### config.mk
export PLATFORM = sky130hd
export DESIGN_NAME = dk_ioctl_upload_flat
export DESIGN_NICKNAME = d
export VERILOG_FILES = /design/src/rtl/dk_ioctl_pkg.sv /design/src/rtl/dk_ioctl_upload_if.sv /design/src/rtl/dk_ioctl_upload.sv /design/src/flat_wrapper.sv
export SDC_FILE = /design/constraint.sdc
export NUM_CORES = 1
export LEC_CHECK = 0
export BUFFER_PORTS_ARGS = -buffer_cell sky130_fd_sc_hd__clkbuf_2
export CORE_MARGIN = 8
export CORE_UTILIZATION = 25
export DETAILED_ROUTE_END_ITERATION = 10
export SKIP_CTS_REPAIR_TIMING = 1
export SLEW_MARGIN = 30
export SYNTH_ARGS = -nofsm -noshare
export SYNTH_HDL_FRONTEND = slang
export SYNTH_SLANG_ARGS = --single-unit
export TNS_END_PERCENT = 5
### constraint.sdc
create_clock -name clk_sys -period 1.9 [get_ports clk_sys]
set_clock_uncertainty 0.2 [all_clocks]
set_input_delay 0.38 -clock clk_sys [delete_from_list [all_inputs] [get_ports clk_sys]]
set_output_delay 0.38 -clock clk_sys [all_outputs]
set_load 0.02 [all_outputs]
### src/rtl/dk_ioctl_pkg.sv
// Shared ioctl definitions: upload-side state encoding, well-known ioctl
// index values and the 25-bit HPS ioctl byte address type.
package dk_ioctl_pkg;

  localparam int unsigned IOCTL_AW = 25;

  localparam logic [7:0] IOCTL_IDX_ROM   = 8'd0;
  localparam logic [7:0] IOCTL_IDX_MOD   = 8'd1;
  localparam logic [7:0] IOCTL_IDX_NVRAM = 8'd4;
  localparam logic [7:0] IOCTL_IDX_DIP   = 8'd254;

  typedef logic [IOCTL_AW-1:0] ioctl_addr_t;

  typedef enum logic [2:0] {
    UPL_IDLE    = 3'd0,
    UPL_PAUSE   = 3'd1,
    UPL_READY   = 3'd2,
    UPL_FETCH   = 3'd3,
    UPL_LAT     = 3'd4,
    UPL_PRESENT = 3'd5
  } upl_state_t;

  // Saturating 16-bit increment used by the served-byte counter.
  function automatic logic [15:0] sat_inc16(input logic [15:0] v);
    return (v == 16'hFFFF) ? v : v + 16'd1;
  endfunction

endpackage

### src/rtl/dk_ioctl_upload_if.sv
// HPS ioctl upload bus.
//   master (hps_io side): drives ioctl_upload/index/rd/addr, reads din/wait.
//   slave  (responder)  : reads the request, drives ioctl_din/ioctl_wait.
interface dk_ioctl_upload_if;

  logic                      ioctl_upload;
  logic [7:0]                ioctl_index;
  logic                      ioctl_rd;
  dk_ioctl_pkg::ioctl_addr_t ioctl_addr;
  logic [7:0]                ioctl_din;
  logic                      ioctl_wait;

  modport master (
    output ioctl_upload, ioctl_index, ioctl_rd, ioctl_addr,
    input  ioctl_din, ioctl_wait
  );

  modport slave (
    input  ioctl_upload, ioctl_index, ioctl_rd, ioctl_addr,
    output ioctl_din, ioctl_wait
  );

endinterface

### src/rtl/dk_ioctl_upload.sv
// Read-side responder for the HPS ioctl upload channel. Pauses the CPU for
// the session, then answers each byte read from RAM port B (or FILL for
// addresses at/after LEN).
// Ports:
//   clk_sys, reset  : single clock, synchronous active-high reset
//   bus (slave)     : ioctl_upload/index/rd/addr in, ioctl_din/ioctl_wait out
//   pause_req/ack   : CPU halt handshake
//   ram_addr/rd/q   : RAM port-B read port, RD_LAT cycles rd -> q
//   busy, byte_cnt  : session status and bytes served this session
module dk_ioctl_upload
  import dk_ioctl_pkg::*;
#(
  parameter logic [7:0]  UPL_INDEX = IOCTL_IDX_NVRAM,
  parameter int unsigned AW        = 11,
  parameter int unsigned BASE      = 0,
  parameter int unsigned LEN       = 2048,
  parameter logic [7:0]  FILL      = 8'hFF,
  parameter int unsigned RD_LAT    = 1
) (
  input  logic                  clk_sys,
  input  logic                  reset,
  dk_ioctl_upload_if.slave      bus,
  output logic                  pause_req,
  input  logic                  pause_ack,
  output logic [AW-1:0]         ram_addr,
  output logic                  ram_rd,
  input  logic [7:0]            ram_q,
  output logic                  busy,
  output logic [15:0]           byte_cnt
);

  localparam ioctl_addr_t LEN_W    = IOCTL_AW'(LEN);
  localparam logic [1:0]  LAT_LAST = 2'(RD_LAT - 1);

  upl_state_t  state, state_nxt;
  logic [7:0]  din_q, din_nxt;
  logic        wait_q, wait_nxt;
  logic        pause_nxt;
  logic [AW-1:0] ram_addr_nxt;
  logic        ram_rd_nxt;
  logic        busy_nxt;
  logic [15:0] cnt_nxt;
  logic [1:0]  lat_cnt, lat_nxt;
  logic        pend, pend_nxt;
  ioctl_addr_t pend_addr, pend_addr_nxt;

  logic        start_c;
  logic        rd_go_c;
  ioctl_addr_t rd_addr_c;

  assign bus.ioctl_din  = din_q;
  assign bus.ioctl_wait = wait_q;

  assign start_c = bus.ioctl_upload && (bus.ioctl_index == UPL_INDEX);

  // A read captured together with pause_ack is replayed once READY is reached.
  assign rd_go_c   = pend || bus.ioctl_rd;
  assign rd_addr_c = pend ? pend_addr : bus.ioctl_addr;

  // Next-state and next-output logic.
  always_comb begin
    state_nxt     = state;
    din_nxt       = din_q;
    wait_nxt      = wait_q;
    pause_nxt     = pause_req;
    ram_addr_nxt  = ram_addr;
    ram_rd_nxt    = 1'b0;
    cnt_nxt       = byte_cnt;
    lat_nxt       = lat_cnt;
    pend_nxt      = pend;
    pend_addr_nxt = pend_addr;

    unique case (state)
      UPL_IDLE: begin
        if (start_c) begin
          state_nxt = UPL_PAUSE;
          pause_nxt = 1'b1;
          wait_nxt  = 1'b1;
          cnt_nxt   = '0;
          pend_nxt  = 1'b0;
        end
      end

      UPL_PAUSE: begin
        if (pause_ack) begin
          state_nxt = UPL_READY;
          wait_nxt  = 1'b0;
          if (bus.ioctl_rd) begin
            pend_nxt      = 1'b1;
            pend_addr_nxt = bus.ioctl_addr;
          end
        end
      end

      UPL_READY: begin
        if (rd_go_c) begin
          pend_nxt = 1'b0;
          // Full 25-bit compare: high address bits never alias into RAM.
          if (rd_addr_c < LEN_W) begin
            state_nxt    = UPL_FETCH;
            ram_rd_nxt   = 1'b1;
            ram_addr_nxt = AW'(BASE) + rd_addr_c[AW-1:0];
            wait_nxt     = 1'b1;
          end else begin
            state_nxt = UPL_PRESENT;
            din_nxt   = FILL;
            wait_nxt  = 1'b0;
            cnt_nxt   = sat_inc16(byte_cnt);
          end
        end
      end

      UPL_FETCH: begin
        state_nxt = UPL_LAT;
        lat_nxt   = '0;
      end

      UPL_LAT: begin
        if (lat_cnt == LAT_LAST) begin
          state_nxt = UPL_PRESENT;
          din_nxt   = ram_q;
          wait_nxt  = 1'b0;
          cnt_nxt   = sat_inc16(byte_cnt);
        end else begin
          lat_nxt = lat_cnt + 2'd1;
        end
      end

      UPL_PRESENT: begin
        state_nxt = UPL_READY;
      end

      default: begin
        state_nxt = UPL_IDLE;
      end
    endcase

    // Session end overrides everything; ioctl_din keeps its last value.
    if ((state != UPL_IDLE) && !bus.ioctl_upload) begin
      state_nxt  = UPL_IDLE;
      pause_nxt  = 1'b0;
      wait_nxt   = 1'b0;
      ram_rd_nxt = 1'b0;
      pend_nxt   = 1'b0;
      din_nxt    = din_q;
      cnt_nxt    = byte_cnt;
    end

    busy_nxt = (state_nxt != UPL_IDLE);
  end

  // State and output registers.
  always_ff @(posedge clk_sys) begin
    if (reset) begin
      state     <= UPL_IDLE;
      din_q     <= 8'h00;
      wait_q    <= 1'b0;
      pause_req <= 1'b0;
      ram_addr  <= '0;
      ram_rd    <= 1'b0;
      busy      <= 1'b0;
      byte_cnt  <= '0;
      lat_cnt   <= '0;
      pend      <= 1'b0;
      pend_addr <= '0;
    end else begin
      state     <= state_nxt;
      din_q     <= din_nxt;
      wait_q    <= wait_nxt;
      pause_req <= pause_nxt;
      ram_addr  <= ram_addr_nxt;
      ram_rd    <= ram_rd_nxt;
      busy      <= busy_nxt;
      byte_cnt  <= cnt_nxt;
      lat_cnt   <= lat_nxt;
      pend      <= pend_nxt;
      pend_addr <= pend_addr_nxt;
    end
  end

  // Reads are legal only in READY, or together with pause_ack (then replayed).
  a_rd_when_ready: assert property (
    @(posedge clk_sys) disable iff (reset)
      bus.ioctl_rd |-> ((state == UPL_READY) || ((state == UPL_PAUSE) && pause_ack))
  );

endmodule

### src/flat_wrapper.sv
// flat-port wrapper written by rule: the top's interface ports become plain ports
module dk_ioctl_upload_flat import dk_ioctl_pkg::*;
#(
  parameter logic [7:0]  UPL_INDEX = IOCTL_IDX_NVRAM,
  parameter int unsigned AW        = 11,
  parameter int unsigned BASE      = 0,
  parameter int unsigned LEN       = 2048,
  parameter logic [7:0]  FILL      = 8'hFF,
  parameter int unsigned RD_LAT    = 1
)
  (clk_sys, reset, pause_req, pause_ack, ram_addr, ram_rd, ram_q, busy, byte_cnt, bus_ioctl_upload, bus_ioctl_index, bus_ioctl_rd, bus_ioctl_addr, bus_ioctl_din, bus_ioctl_wait);
  dk_ioctl_upload_if bus_i ();
  input  logic clk_sys;
  input  logic reset;
  output logic pause_req;
  input  logic pause_ack;
  output logic [AW-1:0] ram_addr;
  output logic ram_rd;
  input  logic [7:0] ram_q;
  output logic busy;
  output logic [15:0] byte_cnt;
  input wire logic [$bits(bus_i.ioctl_upload)-1:0] bus_ioctl_upload;
  input wire logic [$bits(bus_i.ioctl_index)-1:0] bus_ioctl_index;
  input wire logic [$bits(bus_i.ioctl_rd)-1:0] bus_ioctl_rd;
  input wire logic [$bits(bus_i.ioctl_addr)-1:0] bus_ioctl_addr;
  output wire logic [$bits(bus_i.ioctl_din)-1:0] bus_ioctl_din;
  output wire logic [$bits(bus_i.ioctl_wait)-1:0] bus_ioctl_wait;
  assign bus_i.ioctl_upload = bus_ioctl_upload;
  assign bus_i.ioctl_index = bus_ioctl_index;
  assign bus_i.ioctl_rd = bus_ioctl_rd;
  assign bus_i.ioctl_addr = bus_ioctl_addr;
  assign bus_ioctl_din = bus_i.ioctl_din;
  assign bus_ioctl_wait = bus_i.ioctl_wait;
  dk_ioctl_upload #(.UPL_INDEX(UPL_INDEX), .AW(AW), .BASE(BASE), .LEN(LEN), .FILL(FILL), .RD_LAT(RD_LAT)) u_core (.clk_sys(clk_sys), .reset(reset), .bus(bus_i), .pause_req(pause_req), .pause_ack(pause_ack), .ram_addr(ram_addr), .ram_rd(ram_rd), .ram_q(ram_q), .busy(busy), .byte_cnt(byte_cnt));
endmodule
---- Word level (Yosys, flattened, before mapping) ----
Index checks and enable logic that the tools add are counted.
storage, ports and cells
  memories kept ........................... 0
  RAM bits ................................ 0
  bits in registers ....................... 70
  word-level logic and storage cells ...... 85
  output and inout port bits .............. 39
  bits in read-only memories .............. 0
  latch bits .............................. 0
cells by class
  multiply operators ...................... 0
  mux-type cells .......................... 31
  bitwise logic cells ..................... 3
  reduce and logical (&&, ||, !) cells .... 23
  divide/modulo/power cells ............... 0
  add/sub/neg operators ................... 2
  magnitude comparators ................... 1
  shifts and indexed selects .............. 0
  eq/ne operators ......................... 14
operator list
  kind                                                                     count
  16-bit two-way mux                                                       5
  16-bit one-hot mux with 3 select lines                                   1
  25-bit by 12-bit < comparator with 1-bit output (second input constant)  1
  25-bit two-way mux                                                       1
  8-bit two-way mux                                                        3
  3-bit two-way mux                                                        6
  3-bit one-hot mux with 6 select lines                                    1
  16-bit by 1-bit adder with 16-bit output (second input constant)         1
  16-bit == test (second input constant)                                   1
  8-bit one-hot mux with 2 select lines                                    1
  5-bit AND reduction                                                      3
  3-bit nonzero test                                                       4
  1-bit two-way mux                                                        9
  8-bit by 3-bit == test with 1-bit output (second input constant)         1
  2-bit != test (second input constant)                                    4
  3-bit by 2-bit == test with 1-bit output (second input constant)         2
  3-bit == test (second input constant)                                    2
  2-bit by 1-bit != test with 1-bit output (second input constant)         3
  3-bit AND reduction                                                      2
  6-bit AND reduction                                                      1
  1-bit one-hot mux with 4 select lines                                    1
  2-bit one-hot mux with 2 select lines                                    1
  2-bit AND reduction                                                      2
  2-bit nonzero test                                                       2
  13 further kinds                                                         16

---- Longest topological paths before layout ----
Gate-level depths: netlist of the first run.
  word-level depth ........................ 7
  gate-level depth with buffers ........... 9
  mapped depth without buffers ............ 8

---- Worst setup path after synthesis of the first run ----
No wires, ideal clock.
  path kind ............................... flip-flop to flip-flop
  start ................................... reg u_core.byte_cnt[0]
  end ..................................... reg u_core.byte_cnt[13]
  clock period less this slack ............ 2.230 ns
  setup slack ............................. -0.330 ns
  stages on the path, launching flop included .. 9
  data required time ...................... 1.568 ns
  setup time .............................. 0.132 ns
  data arrival time ....................... 1.898 ns
  cell sequence ........................... dfxtp_1 ha_1 and3_1 nand4_1 or3_1 nor4b_2 buf_2 nand4b_1 a21oi_1
between the ends
  word-level cells in the longest chain between the ends .. 5
  elaborated cells on any way between the ends .. 7
RTL lines
  item                                                                               RTL line                RTL
  start, declared                                                                    dk_ioctl_upload.sv:29   output logic [15:0] byte_cnt
  start signal, assigned                                                             dk_ioctl_upload.sv:174  byte_cnt <= cnt_nxt;
  16-bit by 1-bit adder with 16-bit output / 16-bit == test (equally long branches)  dk_ioctl_pkg.sv:25      return (v == 16'hFFFF) ? v : v + 16'd1;
  16-bit two-way mux *                                                               dk_ioctl_pkg.sv:25
  16-bit two-way mux                                                                 dk_ioctl_upload.sv:99   if (rd_addr_c < LEN_W) begin
  16-bit two-way mux                                                                 dk_ioctl_upload.sv:96   if (rd_go_c) begin
  16-bit one-hot mux with 3 select lines *                                           dk_ioctl_upload.sv:73   unique case (state)
Mark *: on every way between the ends. The rest lies on a longest branch, timed or not. The select of a mux whose other input is x is not followed.
A chain may end at the register's enable or synchronous reset.

---- Worst setup path after layout of the first run ----
  start ................................... reg u_core.pend_addr[21]
  end ..................................... reg u_core.ram_addr[5]
between the ends
  word-level cells in the longest chain between the ends .. 3
RTL lines
  item                                             RTL line                RTL
  start, declared                                  dk_ioctl_upload.sv:45   ioctl_addr_t pend_addr, pend_addr_nxt;
  start signal, assigned                           dk_ioctl_upload.sv:177  pend_addr <= pend_addr_nxt;
  25-bit two-way mux                               dk_ioctl_upload.sv:58   assign rd_addr_c = pend ? pend_addr : bus.ioctl_addr;
  25-bit by 12-bit < comparator with 1-bit output  dk_ioctl_upload.sv:99
  3-bit AND reduction (no line)                    -
  end signal, assigned                             dk_ioctl_upload.sv:171  ram_addr <= ram_addr_nxt;
  end, declared                                    dk_ioctl_upload.sv:25   output logic [AW-1:0] ram_addr,
Every way passes these cells.

==> results of run 1 <==
[cell usage after synthesis (7+ instances only)]
master / instances
a211oi_1: 13
a21oi_1: 46
and2_1: 7
clkbuf_1: 15
dfxtp_1: 70
inv_1: 7
mux2i_1: 11
nand2_1: 60
nand3_1: 10
nand4_1: 7
nor2_1: 34
nor3_1: 7
o21ai_0: 7
o221a_2: 8
o31ai_1: 10
[stage by stage]
step	area [um2]	setup slack (ps)
finish	5080	-233
global route	5080	-350
detailed placement	4480	-335
CTS	4780	-287
global placement	4480	-304
floorplan	3380	-64.9
[worst max-delay path: cells and delay by family, from the launching register on]
| kind | cells | cell delay (ps) |
|---|---|---|
| buffers and inverters | 4 | 610 |
| AOI/OAI and AO/OA | 2 | 190 |
| and+or+nand+nor | 3 | 680 |
| DFF | 1 | 320 |
[metal layers]
layer,wire length [um],track usage (%),part of all wire [%]
met1,4510,14.1,43
met2,5220,20.6,50
met3,590,3.84,5.7
met4,125,3.07,1.2
met5,0,0,0
[kinds of logic (layout without fill, tap and decap cells)]
logic type               after synthesis  in the layout  share of synthesized area [%]
AO/OA/AOI/OAI                        108            108                           22.2
adder cells (fa/ha/maj)                2              2                          0.771
buffers and inverters                 33            187                           4.74
flip-flops                            70             70                           43.2
multiplexers                          11             11                           3.39
AND/OR/NAND/NOR                      163            163                           25.7
[layout make-up]
type | count | area (um2)
Timing Repair Buffer | 165 | 1160
Inverter | 7 | 26.3
Multi-Input combinational cell | 284 | 1950
Sequential cell | 70 | 1430
Fill cell | 1267 | 7590
Clock inverter | 5 | 57.6
Clock buffer | 10 | 239
Tap cell | 172 | 215
[power breakdown]
group	internal, W	total (W)	switching [W]	leakage, nW
clock	0.00105	0.00170	0.000650	0.145
sequential	0.00164	0.00176	0.000121	0.575
combinational	0.00101	0.00219	0.00118	1.30
total	0.00370	0.00565	0.00195	2.02
[registers in the layout, indices dropped and copies added (netlist names), 2 cells and up]
name,flops
u_core.pend_addr,25
u_core.byte_cnt,16
u_core.ram_addr,11
u_core.bus.ioctl_din,8
u_core.state,3
u_core.lat_cnt,2
[worst max path at each step]
stage                                      startpoint                              endpoint  slack [ps]  depth (start not counted)
floorplan                          bus_ioctl_addr[18]  u_core.bus.ioctl_din[0]$_SDFFE_PP0P_         -60                          7
finish              u_core.pend_addr[21]$_SDFFE_PP0P_       u_core.ram_addr[5]$_SDFFE_PP0P_        -230                          9
global route        u_core.pend_addr[21]$_SDFFE_PP0P_       u_core.ram_addr[6]$_SDFFE_PP0P_        -350                          9
detailed placement                 bus_ioctl_index[5]      u_core.byte_cnt[12]$_SDFFE_PP0P_        -340                          8
CTS                          u_core.pend$_SDFFE_PP0P_      u_core.byte_cnt[14]$_SDFFE_PP0P_        -290                          7
global placement                   bus_ioctl_addr[11]       u_core.ram_addr[9]$_SDFFE_PP0P_        -300                          9
==> metrics.md, run 1 <==
| Metric | Value |
|---|---|
| Outcome | `finished, violations left` |
| Failing checks | `setup timing` |
| Kind of critical path | `reg2reg` |
| Post-synth design cell area | `0.00325 mm2` |
| Slowest cell on the critical path | `dfxtp_2` |
| Area grow syn2layout | `56.5%` |
| Hold Fails Final Rpt | `0` |
| Count of cell types in the netlist | `49` |
| DRT Pass-1 Iters | `4` |
| Post-route ant nets | `0` |
| Top Ports | `85` |
| Top cell by count, worst path | `buf_4` |
| Clock period minus worst slack | `between 2000 and 2500 ps` |
| Layout Nets | `585` |
| Post-Syn Nets | `435` |
| Max frequency | `about 470 MHz` |
| Worst Hold Margin | `80.0 ps` |
| CP peak stage delay | `320 ps` |
| Max clock buf depth | `2` |
| Clock Pin Slew Worst Setup and Hold Paths | `~60 ps` |
| Setup ws final | `-233 ps` |
| Total Wirelength | `10400 um` |
| 1st-iter DRT viols | `217` |
| Sequential share of the synthesized area | `around 43%` |
| TritonCTS clock tree | `built` |
| Chip width | `130 um` |
| Sink Count | `70` |
| CP Data Arrival Time | `2130 ps` |
| Antenna violations before repair | `0` |
| Avg WL per Cell | `approximately 15 um` |
| Worst r2r src | `u_core.pend_addr[21]$_SDFFE_PP0P_` |
| Root Driver | `clkbuf_16` |
| Fin cells | `713` |
| Inserted Clock Buffers | `9` |
| Num rows | `41` |
| Synth Warn # | `0` |
| Slew Viols, Final | `0` |
| Via/cell ratio | `4.86` |
| Top_reg_cell synth | `dfxtp_1` |
| Final GP Congestion | `about 0.88` |
| Die Y | `130 um` |
| Commonest cells after routing, fill and taps aside | `84 x clkbuf_2, 65 x buf_4, 58 x nand2_1` |
| Normalized max-slew margin | `72.5%` |
| Largest fanout on the critical path | `6` |
| Power, Total | `0.00565 W` |
| CP Capture Type | `register` |
| Clock Latency Late Sink | `330 ps` |
| DP Wirelength | `7380 um` |
| Leak | `a little over 2 nW` |
| First-pass GRT wire length | `about 16000 um` |
| Endpoint of the worst hold path | `u_core.pend_addr[1]$_SDFFE_PP0P_` |
| Finished Core Util | `about 40%` |
| Antenna diodes | `0` |
| Port Buffers | `84` |
| H-tree depth | `3` |
| Cells after Synth | `387` |
| Hold Path Depth | `3` |
| Synth Register Bits | `70` |
| Async S/R FF share, synth | `0%` |
| DRC violations left | `0` |
| Critical Path Source Type | `register` |
| Initial core utilization | `between 20% and 30%` |
| Most common cell after layout, fill and taps aside | `clkbuf_2` |
| Vias in the first global route | `3354` |
| Max-Cap Viols | `0` |
| Core area | `around 0.013 mm2` |
| RR Endpoint | `u_core.ram_addr[5]$_SDFFE_PP0P_` |
| Final setup vio count | `37` |
| Period utilization | `112%` |
| All-layer global routing usage | `12.0%` |
| Actual slew at the worst max-slew pin | `412 ps` |
| Reg2Reg Depth | `9` |
| Worst hold start | `bus_ioctl_addr[1]` |
| Share of cells above drive strength 1 | `between 40% and 50%` |
| Post-synthesis area per instance | `around 8.4 um2` |
| Critical path required time | `approximately 1900 ps` |
| Worst hold path type | `in2reg` |
| RSZ-0062 raised after global routing | `true` |
| Cell taking the most area after synthesis | `dfxtp_1` |
| CP Cell Sequence | `nor4_2, nand3_1, buf_4, a21oi_4, nor4b_4, buf_4, buf_6, clkbuf_16, a211oi_1` |
| Post-synth top area share | `43.2%` |
| Total gr overflow | `0` |
| Largest net degree at the start of global routing | `37` |
| Placed Cells | `690` |
| Post-route setup TNS | `-5770 ps` |
| Reg2reg setup slack | `-230 ps` |
| Dominant cells by area after synthesis | `dfxtp_1 43%, a21oi_1 7.1%, nand2_1 6.9%` |
| Max rail drop VDD | `0.591 mV` |
| Routed vias | `about 3500` |
| EDFF count, synth | `0` |
| Pwr dens | `around 1100 mW/mm2` |
| Die area | `approximately 0.017 mm2` |
(Power assumes the default switching activity.)
==> inputs of run 2 (changes only) <==
- CTS_BUF_LIST: not set -> sky130_fd_sc_hd__clkbuf_8
==> metrics.md, run 2 (synthesized netlist as in run 1, its figures left out) <==
| Metric | Value |
|---|---|
| Post-route setup TNS | `-5390 ps (+377 ps)` |
| Avg WL per Cell | `14.6 um (unchanged)` |
| Via/cell ratio | `4.86 (-0.12%)` |
| Seq pwr share | `33.9% (+2.7 points)` |
| Inserted Clock Buffers | `9 (unchanged)` |
| Largest register by flop count | `u_core.pend_addr` |
| Max-Cap Viols | `0 (unchanged)` |
| Pre-CTS setup slack | `-335 ps (unchanged)` |
| Critical Path Source Type | `register` |
| Die Y | `130 um (unchanged)` |
| TritonCTS clock tree | `built` |
| 1st-iter DRT viols | `201 (-7.4%)` |
| Top Ports | `85 (unchanged)` |
| Layout Nets | `585 (unchanged)` |
| Total Wirelength | `10400 um (unchanged)` |
| Failing checks | `setup timing` |
| Max rail drop VDD | `0.388 mV (-34%)` |
| Worst hold path type | `in2reg` |
| Hold Fails Final Rpt | `0 (unchanged)` |
| Largest registers | `u_core.pend_addr: 25 flops, u_core.byte_cnt: 16 flops, u_core.ram_addr: 11 flops` |
| Normalized max-slew margin | `72.8% (+0.31 points)` |
| DP Wirelength | `7380 um (unchanged)` |
| Initial core utilization | `25.6% (unchanged)` |
| DRC violations left | `0 (unchanged)` |
| Slew Viols, Final | `0 (unchanged)` |
| Setup ws final | `-220 ps (+13.2 ps)` |
| Max frequency | `472 MHz (+0.62%)` |
| Final setup vio count | `37 (unchanged)` |
| Commonest cells after routing, fill and taps aside | `84 x clkbuf_2, 66 x buf_4, 58 x nand2_1` |
| Port Buffers | `84 (unchanged)` |
| Max clock buf depth | `2 (unchanged)` |
| Core area | `0.0127 mm2 (unchanged)` |
| Post-route ant nets | `0 (unchanged)` |
| H-tree depth | `3 (unchanged)` |
| Outcome | `finished, violations left` |
| Largest fanout on the critical path | `6 (unchanged)` |
| Chip width | `130 um (unchanged)` |
| First-pass GRT wire length | `16300 um (+0.13%)` |
| Slowest cell on the critical path | `dfxtp_4` |
| CP Capture Type | `register` |
| Clock period minus worst slack | `2120 ps (-13.2 ps)` |
| Clock Pin Slew Worst Setup and Hold Paths | `80 ps (+20 ps)` |
| Antenna violations before repair | `0 (unchanged)` |
| All-layer global routing usage | `12.0% (-0.026 points)` |
| Antenna diodes | `0 (unchanged)` |
| CP Cell Sequence | `nor3b_4, a22oi_2, a211oi_4, buf_4, nor4b_4, nand2_2, buf_6, o41ai_2` |
| Vias in the first global route | `3364 (+0.30%)` |
| Most common cell after layout, fill and taps aside | `clkbuf_2` |
| Leak | `1.98 nW (-2.3%)` |
| RSZ-0062 raised after global routing | `true` |
| Clock Latency Late Sink | `350 ps (+20 ps)` |
| Largest net degree at the start of global routing | `37 (unchanged)` |
| DRT Pass-1 Iters | `4 (unchanged)` |
| Kind of critical path | `reg2reg` |
| Period utilization | `112% (-0.69 points)` |
| Critical path required time | `1960 ps (+60 ps)` |
| Routed vias | `3464 (-0.12%)` |
| Int Power | `0.00330 W (-11%)` |
| Pwr dens | `1040 mW/mm2 (-6.5%)` |
| Max reg flops | `25 (unchanged)` |
| Die area | `0.0169 mm2 (unchanged)` |
| Share of cells above drive strength 1 | `46.8% (+0.37 points)` |
| Area grow syn2layout | `54.0%` |
| Sink Count | `70 (unchanged)` |
| Finished Core Util | `39.4% (-0.64 points)` |
| Switching power | `0.00191 W (-2.4%)` |
| Filler Cell Count | `1279 (+0.95%)` |
| Share of total power in the clock network | `23.7% (-6.3 points)` |
| Total gr overflow | `0 (unchanged)` |
| Final GP Congestion | `0.876 (unchanged)` |
| Worst Hold Margin | `57.5 ps (-22.5 ps)` |
| Root Driver | `clkbuf_8` |
| Actual slew at the worst max-slew pin | `408 ps (-4.66 ps)` |
| Num rows | `41 (unchanged)` |
| Sw Ratio | `36.6% (+2.1 points)` |
| CP peak stage delay | `380 ps (+60 ps)` |
| Combinational Power Share | `42.4% (+3.6 points)` |
| CP Data Arrival Time | `2180 ps (+50 ps)` |
run 2: changes by cell type in the layout (fill, tap and decap cells not counted):
cell	previous run	this run
clkbuf_16	11	2
clkbuf_8	1	10
buf_4	65	66
buf_6	8	7
buf_8	0	1
clkbuf_4	1	0
nor2_1	30	29
nor2_2	3	4
nor3b_2	1	0
nor3b_4	0	1
o311ai_1	5	4
o311ai_2	0	1
run 2: area by class of cell:
| type | instances | area (um2) | area share [%] |
|---|---|---|---|
| Clock buffer | 10 | 138 | 2.75 |
| Clock inverter | 5 | 57.6 | 1.15 |
| Inverter | 7 | 26.3 | 0.526 |
| Multi-Input combinational cell | 284 | 1970 | 39.4 |
| Sequential cell | 70 | 1430 | 28.7 |
| Tap cell | 172 | 215 | 4.31 |
| Timing Repair Buffer | 165 | 1160 | 23.2 |
run 2: path summary, 6_finish.rpt:
kind	start	endpoint	slack, ps	depth (start not counted)
max	u_core.pend$_SDFFE_PP0P_	u_core.byte_cnt[12]$_SDFFE_PP0P_	-220	8
min	bus_ioctl_addr[1]	u_core.pend_addr[1]$_SDFFE_PP0P_	60	3
max reg2reg	u_core.pend$_SDFFE_PP0P_	u_core.byte_cnt[12]$_SDFFE_PP0P_	-220	8
min reg2reg	u_core.pend_addr[10]$_SDFFE_PP0P_	u_core.pend_addr[10]$_SDFFE_PP0P_	250	2
run 2: layer usage:
metal	GRT usage [%]	routed length (um)	share of wire, %	up-vias
met5	0	0	0	-
met2	20.6	5280	51	98
met4	3.69	132	1.3	0
met3	3.47	588	5.6	14
met1	14.1	4440	43	1637
li1	-	-	-	1715
run 2: power groups by stage:
stage | clock network [W] | registers [W] | logic [W]
2_1_floorplan | 0 | 0.00189 | 0.00110
3_3_place_gp | 0 | 0.00178 | 0.00195
3_5_place_dp | 0 | 0.00178 | 0.00198
4_1_cts | 0.00128 | 0.00175 | 0.00198
5_1_grt | 0.00135 | 0.00179 | 0.00239
6_report | 0.00123 | 0.00176 | 0.00220
run 2: metrics by stage:
| step | instances | total power [W] | instance area (um2) |
|---|---|---|---|
| CTS | 705 | 0.00502 | 4670 |
| detailed placement | 690 | 0.00376 | 4480 |
| finish | 713 | 0.00520 | 5000 |
| global placement | 690 | 0.00373 | 4480 |
| floorplan | 387 | 0.00299 | 3380 |
| global route | 713 | 0.00553 | 5000 |
run 2: worst max-delay path, delay by kind of cell, from the launching register on:
kind	cells	cell delay, ps
AND/OR/NAND/NOR	3	670
AO/OA/AOI/OAI	3	480
flip-flops	1	380
buffers and inverters	2	310
